===== config.mk =====
export PLATFORM = sky130hd
export DESIGN_NAME = i2c_in_filter
export DESIGN_NICKNAME = d
export VERILOG_FILES = /design/src/rtl/i2c_in_filter.sv
export SDC_FILE = /design/constraint.sdc
export NUM_CORES = 1
export LEC_CHECK = 0
export BUFFER_PORTS_ARGS = -buffer_cell sky130_fd_sc_hd__buf_2
export CELL_PAD_IN_SITES_DETAIL_PLACEMENT = 1
export CELL_PAD_IN_SITES_GLOBAL_PLACEMENT = 2
export CORE_ASPECT_RATIO = 0.6
export CORE_MARGIN = 4
export CORE_UTILIZATION = 30
export CTS_CLUSTER_DIAMETER = 120
export DETAILED_ROUTE_END_ITERATION = 10
export PLACE_DENSITY_LB_ADDON = 0.1
export SLEW_MARGIN = 30
export SYNTH_ARGS = -nofsm -noshare
export SYNTH_HDL_FRONTEND = slang
export SYNTH_SLANG_ARGS = --single-unit

===== constraint.sdc =====
create_clock -name CLK -period 1.1 [get_ports CLK]
set_input_delay 0.22 -clock CLK [delete_from_list [all_inputs] [get_ports CLK]]
set_output_delay 0.22 -clock CLK [all_outputs]
set_load 0.02 [all_outputs]

===== src/rtl/i2c_in_filter.sv =====
// i2c_in_filter: receive-side conditioner for the I2C slave pads.
// Synchronises and deglitches SCL/SDA, then derives SCL edge strobes,
// START/STOP strobes, a bus-busy flag and a delayed SCL for SDA hold timing.
module i2c_in_filter #(
  parameter int SYNC_STAGES = 2,  // flops per synchroniser chain (>= 2)
  parameter int FILT_CNT    = 4,  // agreeing samples needed to accept a change (>= 1)
  parameter int CNT_W       = 3,  // filter counter width, must hold FILT_CNT-1
  parameter int DLY_CYC     = 8   // SCL_FILT -> SCL_DLY delay in cycles (>= 1)
) (
  input  logic CLK,
  input  logic RST,
  input  logic SCL_IN,
  input  logic SDA_IN,
  output logic SCL_FILT,
  output logic SDA_FILT,
  output logic SCL_RISE,
  output logic SCL_FALL,
  output logic START_DET,
  output logic STOP_DET,
  output logic BUS_BUSY,
  output logic SCL_DLY
);

  // Parameter sanity, evaluated at elaboration.
  if (SYNC_STAGES < 2) begin : g_chk_sync
    $error("i2c_in_filter: SYNC_STAGES must be at least 2");
  end
  if (FILT_CNT < 1) begin : g_chk_filt
    $error("i2c_in_filter: FILT_CNT must be at least 1");
  end
  if ((FILT_CNT - 1) >= (1 << CNT_W)) begin : g_chk_cnt_w
    $error("i2c_in_filter: CNT_W too narrow to hold FILT_CNT-1");
  end
  if (DLY_CYC < 1) begin : g_chk_dly
    $error("i2c_in_filter: DLY_CYC must be at least 1");
  end

  // Line index into the per-line vectors below.
  localparam int LN_SCL = 0;
  localparam int LN_SDA = 1;

  localparam logic [CNT_W-1:0] CNT_MAX = CNT_W'(FILT_CNT - 1);

  typedef enum logic {
    ST_IDLE = 1'b0,
    ST_BUSY = 1'b1
  } bus_state_t;

  logic [1:0]                  raw;
  logic [1:0][SYNC_STAGES-1:0] sync_chain;
  logic [1:0]                  sync_lvl;
  logic [1:0][CNT_W-1:0]       filt_cnt;
  logic [1:0]                  filt;
  logic [1:0]                  filt_d;
  logic                        rise_c;
  logic                        fall_c;
  logic                        start_c;
  logic                        stop_c;
  bus_state_t                  state;
  bus_state_t                  state_nxt;
  logic [DLY_CYC-1:0]          dly;

  assign raw = {SDA_IN, SCL_IN};

  // Synchronisers: plain shift chains, idle-high after reset.
  // NOTE: sequential state is assigned with <= so every flop samples pre-edge values.
  always_ff @(posedge CLK) begin
    if (RST) begin
      sync_chain <= '1;
    end else begin
      for (int l = 0; l < 2; l++) begin
        sync_chain[l] <= {sync_chain[l][SYNC_STAGES-2:0], raw[l]};
      end
    end
  end

  // Last synchroniser stage of each line feeds the filter.
  always_comb begin
    for (int l = 0; l < 2; l++) begin
      sync_lvl[l] = sync_chain[l][SYNC_STAGES-1];
    end
  end

  // Stability filter: accept a new level only after FILT_CNT disagreeing samples in a row.
  always_ff @(posedge CLK) begin
    if (RST) begin
      filt     <= '1;
      filt_cnt <= '0;
    end else begin
      for (int l = 0; l < 2; l++) begin
        if (sync_lvl[l] == filt[l]) begin
          filt_cnt[l] <= '0;
        end else if (filt_cnt[l] == CNT_MAX) begin
          filt[l]     <= sync_lvl[l];
          filt_cnt[l] <= '0;
        end else begin
          filt_cnt[l] <= filt_cnt[l] + 1'b1;
        end
      end
    end
  end

  // Edge and bus-condition decode from the current and previous filtered levels.
  // START/STOP require SCL high on both sides, so a simultaneous SCL/SDA change is ignored.
  always_comb begin
    rise_c  = filt[LN_SCL] & ~filt_d[LN_SCL];
    fall_c  = ~filt[LN_SCL] & filt_d[LN_SCL];
    start_c = filt_d[LN_SCL] & filt[LN_SCL] & filt_d[LN_SDA] & ~filt[LN_SDA];
    stop_c  = filt_d[LN_SCL] & filt[LN_SCL] & ~filt_d[LN_SDA] & filt[LN_SDA];
  end

  // Previous-level registers and registered one-cycle strobes.
  always_ff @(posedge CLK) begin
    if (RST) begin
      filt_d    <= '1;
      SCL_RISE  <= 1'b0;
      SCL_FALL  <= 1'b0;
      START_DET <= 1'b0;
      STOP_DET  <= 1'b0;
    end else begin
      filt_d    <= filt;
      SCL_RISE  <= rise_c;
      SCL_FALL  <= fall_c;
      START_DET <= start_c;
      STOP_DET  <= stop_c;
    end
  end

  // Bus-busy state register; changes on the same edge the START/STOP strobe is registered.
  always_ff @(posedge CLK) begin
    if (RST) begin
      state <= ST_IDLE;
    end else begin
      state <= state_nxt;
    end
  end

  // Bus-busy next state: repeated START keeps BUSY, stray STOP keeps IDLE.
  // NOTE: the default is assigned first so no path through the case infers a latch.
  always_comb begin
    state_nxt = state;
    unique case (state)
      ST_IDLE: if (start_c) state_nxt = ST_BUSY;
      ST_BUSY: if (stop_c)  state_nxt = ST_IDLE;
      default: state_nxt = ST_IDLE;
    endcase
  end

  // Delay line for SCL_FILT; its output times SDA hold at the pad.
  // NOTE: this shift register is reset like any other state so SCL_DLY is a known idle-high level straight out of reset.
  always_ff @(posedge CLK) begin
    if (RST) begin
      dly <= '1;
    end else begin
      dly[0] <= filt[LN_SCL];
      for (int i = 1; i < DLY_CYC; i++) begin
        dly[i] <= dly[i-1];
      end
    end
  end

  assign SCL_FILT = filt[LN_SCL];
  assign SDA_FILT = filt[LN_SDA];
  assign BUS_BUSY = (state == ST_BUSY);
  assign SCL_DLY  = dly[DLY_CYC-1];

endmodule


==> implementation parameters <==
Parameter                              Value

Power and ir drop
  Switch share    19.0%
  Maximum vdd ir drop    618 uV
  Internal power summed over all cells    1.28 mW
  Power per Cell Area    1540 mW/mm^2
  Pleak    0.413 nW
  Switching Power    0.301 mW
  Combinational group share of total power    2.4%
  Clk pwr share    37.6%
  Share of total power in sequential cells    60.0%

Critical path
  Critical path arrival    0.82 ns
  Cells on worst reg2reg path    3
  Max incr delay on CP    0.39 ns
  Buffering stage count on the worst path with inverters included    1
  Register-to-register setup slack    0.07 ns
  Crit-path slowest cell    dfxtp_4
  Critical Setup Path Class    reg -> out
  Kind of cell adding the most delay to the critical path    flip-flops
  Startpoint of the worst-slack reg-to-reg timing path    filt_cnt[3]$_SDFF_PP0_
  CP endpoint kind    primary output
  Worst path cell trace    buf_2
  Worst-path fanout max    6
  Sort of element at the start of the critical path    flip-flop
  Worst path depth    1
  Terminus of the critical flop-to-flop path    filt_cnt[3]$_SDFF_PP0_
  Required time reported for the critical path endpoint    0.88 ns

STA
  Setup Total Neg Slack    0 ns
  Slew HR    72.6%
  Final worst setup slack    0.0566 ns
  Count of endpoints failing setup in the final report    0
  Count of final max-slew check failures    0
  Actual transition at the worst max-transition pin    0.408 ns
  Largest clock skew in the final design    0.00318 ns
  Achievable clock frequency    0.958 GHz
  Final period demand of the worst path    1.04 ns
  Final critical-path share of the clock period    94.9%
  Hold Vio Cnt, Final    0

Floorplanning
  Initial cell density of the core    32.3%
  Horizontal die dimension    75.7 um
  I/O Pins    12
  Die H    48.6 um
  Area of the die    0.00368 mm^2
  Standard-cell rows    14
  Area of the core    0.00256 mm^2

Place
  Final RePlAce weighted congestion    0.621
  Post-DP HPWL    1020 um
  Post-Place Setup Slack    -0.0315 ns
  Count of buffers inserted at the top-level ports    11

Clock tree
  Number of H-tree levels    1
  Post-cts hold buffer count    0
  Buffer cell driving the clock tree root    clkbuf_8
  Postcts setup bufs    0
  Maximum count of clock buffers along a single path    2
  Total clock sinks    26
  Number of buffers created by CTS    3
  Worst-path clk slew    0.08 ns
  Skew-Pair Late Insertion Delay    0.26 ns
  TritonCTS clock tree    yes

GRT
  Met3 usage    4.96%
  Pin count of the biggest net entering global routing    17
  Total Routing Usage GR    8.13%
  Number of antenna violations at the first check in global routing    0
  Remaining global-route overflow    0
  Vias in the first global route    477
  Global-route wire length before repair    2260 um
  Most congested layer reported by global routing    met1
  Met2 routing resource usage after global routing    9.89%
  Global-route met1 utilization    12.3%

Hold path
  Worst Hold Class    in -> reg
  Hold path startpoint    SDA_IN
  Cell count of the worst hold path    2
  Hold worst-path end    sync_chain[2]$_SDFF_PP1_

Finish
  Share of layout cells above drive strength 1    45.9%
  Fill cell total of the finished layout    284
  Synth-to-layout area growth    24.7%
  Number of diodes added for antenna fixing    0
  Multi-input gate area    319 um^2
  Flip-flop and latch area    527 um^2
  Final-stage net count    94

Detailed routing
  Via count    507
  Drt drc    0
  Number of optimization iterations in the first detailed-route pass    2
  Wire length reported by the detailed router    1390 um
  Routed length per instance    11.9 um
  DR iter-0 viols    7
  Vias per std cell    4.33
  Number of nets with antenna violations after routing    0

Synth
  Average cell area after synthesis    11.8 um^2
  Total of warnings raised by yosys    0
  Number of distinct library cell variants in the gate-level netlist after synthesis    18
  Share of the yosys chip area belonging to registers    63.0%
  Flop and latch count out of synthesis    26
  Synthesized net count    78
  Synthesized instance count    70
  Synthesized cell area    826 um^2

Status
  Run status    completed

Flow run
  Max-Cap Viols    0
stage by stage:
step | hold slack [ns] | area (um^2) | instances | utilization [%] | total power, mW
after floorplan | 0.324 | 826 | 70 | - | 0.997
after global placement | 0.391 | 926 | 113 | 36.2 | 1.01
after detailed placement | 0.395 | 926 | 113 | 36.2 | 1.01
after CTS | 0.129 | 988 | 117 | 38.6 | 1.62
after global routing | 0.136 | 1030 | 117 | 40.3 | 1.66
final | 0.137 | 1030 | 117 | 40.3 | 1.59
layout make-up:
| cell class | instances | area share (%) |
|---|---|---|
| Tap cell | 32 | 3.89 |
| Multi-Input combinational cell | 37 | 31.0 |
| Sequential cell | 26 | 51.2 |
| Clock buffer | 4 | 5.35 |
| Inverter | 5 | 1.82 |
| Timing Repair Buffer | 13 | 6.80 |
power by group through the flow:
stage	logic, mW	clock network (mW)	registers [mW]
5_1_grt	0.0437	0.667	0.953
3_3_place_gp	0.0363	0	0.976
6_report	0.0378	0.596	0.951
2_1_floorplan	0.0227	0	0.975
3_5_place_dp	0.0372	0	0.976
4_1_cts	0.0374	0.627	0.954
synthesized netlist by cell type (all sizes together):
cell / instances / area share [%]
nand3: 1 / 0.61
nor4b: 2 / 3.6
o211ai: 1 / 0.91
a31oi: 1 / 0.76
nor2: 2 / 0.91
and3b: 1 / 1.2
xnor2: 2 / 2.1
ha: 4 / 6.1
mux2i: 1 / 1.2
nor4: 4 / 3.0
or2: 12 / 9.1
and3: 2 / 1.5
inv: 5 / 2.3
nand2: 3 / 1.4
buf: 2 / 1.2
o32ai: 1 / 1.1
dfxtp: 26 / 63
timing repair:
item                                   CTS  global route
setup endpoints to repair                9             6
pin swaps                                2             0
endpoints found under the hold margin    0             0
gates resized for setup                  4             8
per-layer routing:
| metal | vias up | wire (um) | share of wire (%) |
|---|---|---|---|
| met2 | 12 | 546 | 39 |
| met1 | 234 | 717 | 52 |
| met3 | 0 | 123 | 8.9 |
| met5 | - | 0 | 0 |
| li1 | 261 | - | - |
| met4 | 0 | 0 | 0 |
worst max path at each step:
stage,slack (ns),to,from
floorplan,0.05,filt_cnt[5]$_SDFF_PP0_,filt_cnt[3]$_SDFF_PP0_
global placement,-0.01,filt_cnt[5]$_SDFF_PP0_,filt_cnt[3]$_SDFF_PP0_
detailed placement,-0.03,filt_cnt[2]$_SDFF_PP0_,filt_cnt[0]$_SDFF_PP0_
CTS,0.004,filt[1]$_SDFFE_PP1P_,filt_cnt[3]$_SDFF_PP0_
global route,-0.002,filt[1]$_SDFFE_PP1P_,filt_cnt[3]$_SDFF_PP0_
finish,0.06,SCL_FILT,filt[0]$_SDFFE_PP1P_
cell families (layout without fill, tap and decap cells):
| kind of cell | after synthesis | count (layout) | share of synthesized area, % |
|---|---|---|---|
| compound gates | 3 | 3 | 2.73 |
| xor+xnor | 2 | 2 | 2.12 |
| flops | 26 | 26 | 63.0 |
| simple gates | 27 | 27 | 21.4 |
| fa+ha+maj | 4 | 4 | 6.06 |
| buf+inv | 7 | 22 | 3.49 |
| mux | 1 | 1 | 1.21 |
sequential cells by signal (all words and copies together), names as in the netlist:
| name | cells |
|---|---|
| BUS_BUSY | 1 |
| SCL_FALL | 1 |
| SCL_RISE | 1 |
| START_DET | 1 |
| STOP_DET | 1 |
| dly | 7 |
| filt | 2 |
| filt_cnt | 6 |
| filt_d | 2 |
| sync_chain | 4 |
cell usage in the layout, fill, tap and decap left out, drive strengths merged:
cell type | synthesis | layout
buf | 2 | 13
clkbuf | 0 | 4
a31oi | 1 | 1
and3 | 2 | 2
nand3 | 1 | 1
inv | 5 | 5
dfxtp | 26 | 26
and3b | 1 | 1
nor4b | 2 | 2
xnor2 | 2 | 2
mux2i | 1 | 1
o211ai | 1 | 1
nor2 | 2 | 2
nand2 | 3 | 3
or2 | 12 | 12
o32ai | 1 | 1
nor4 | 4 | 4
ha | 4 | 4
(Power assumes the default switching activity.)
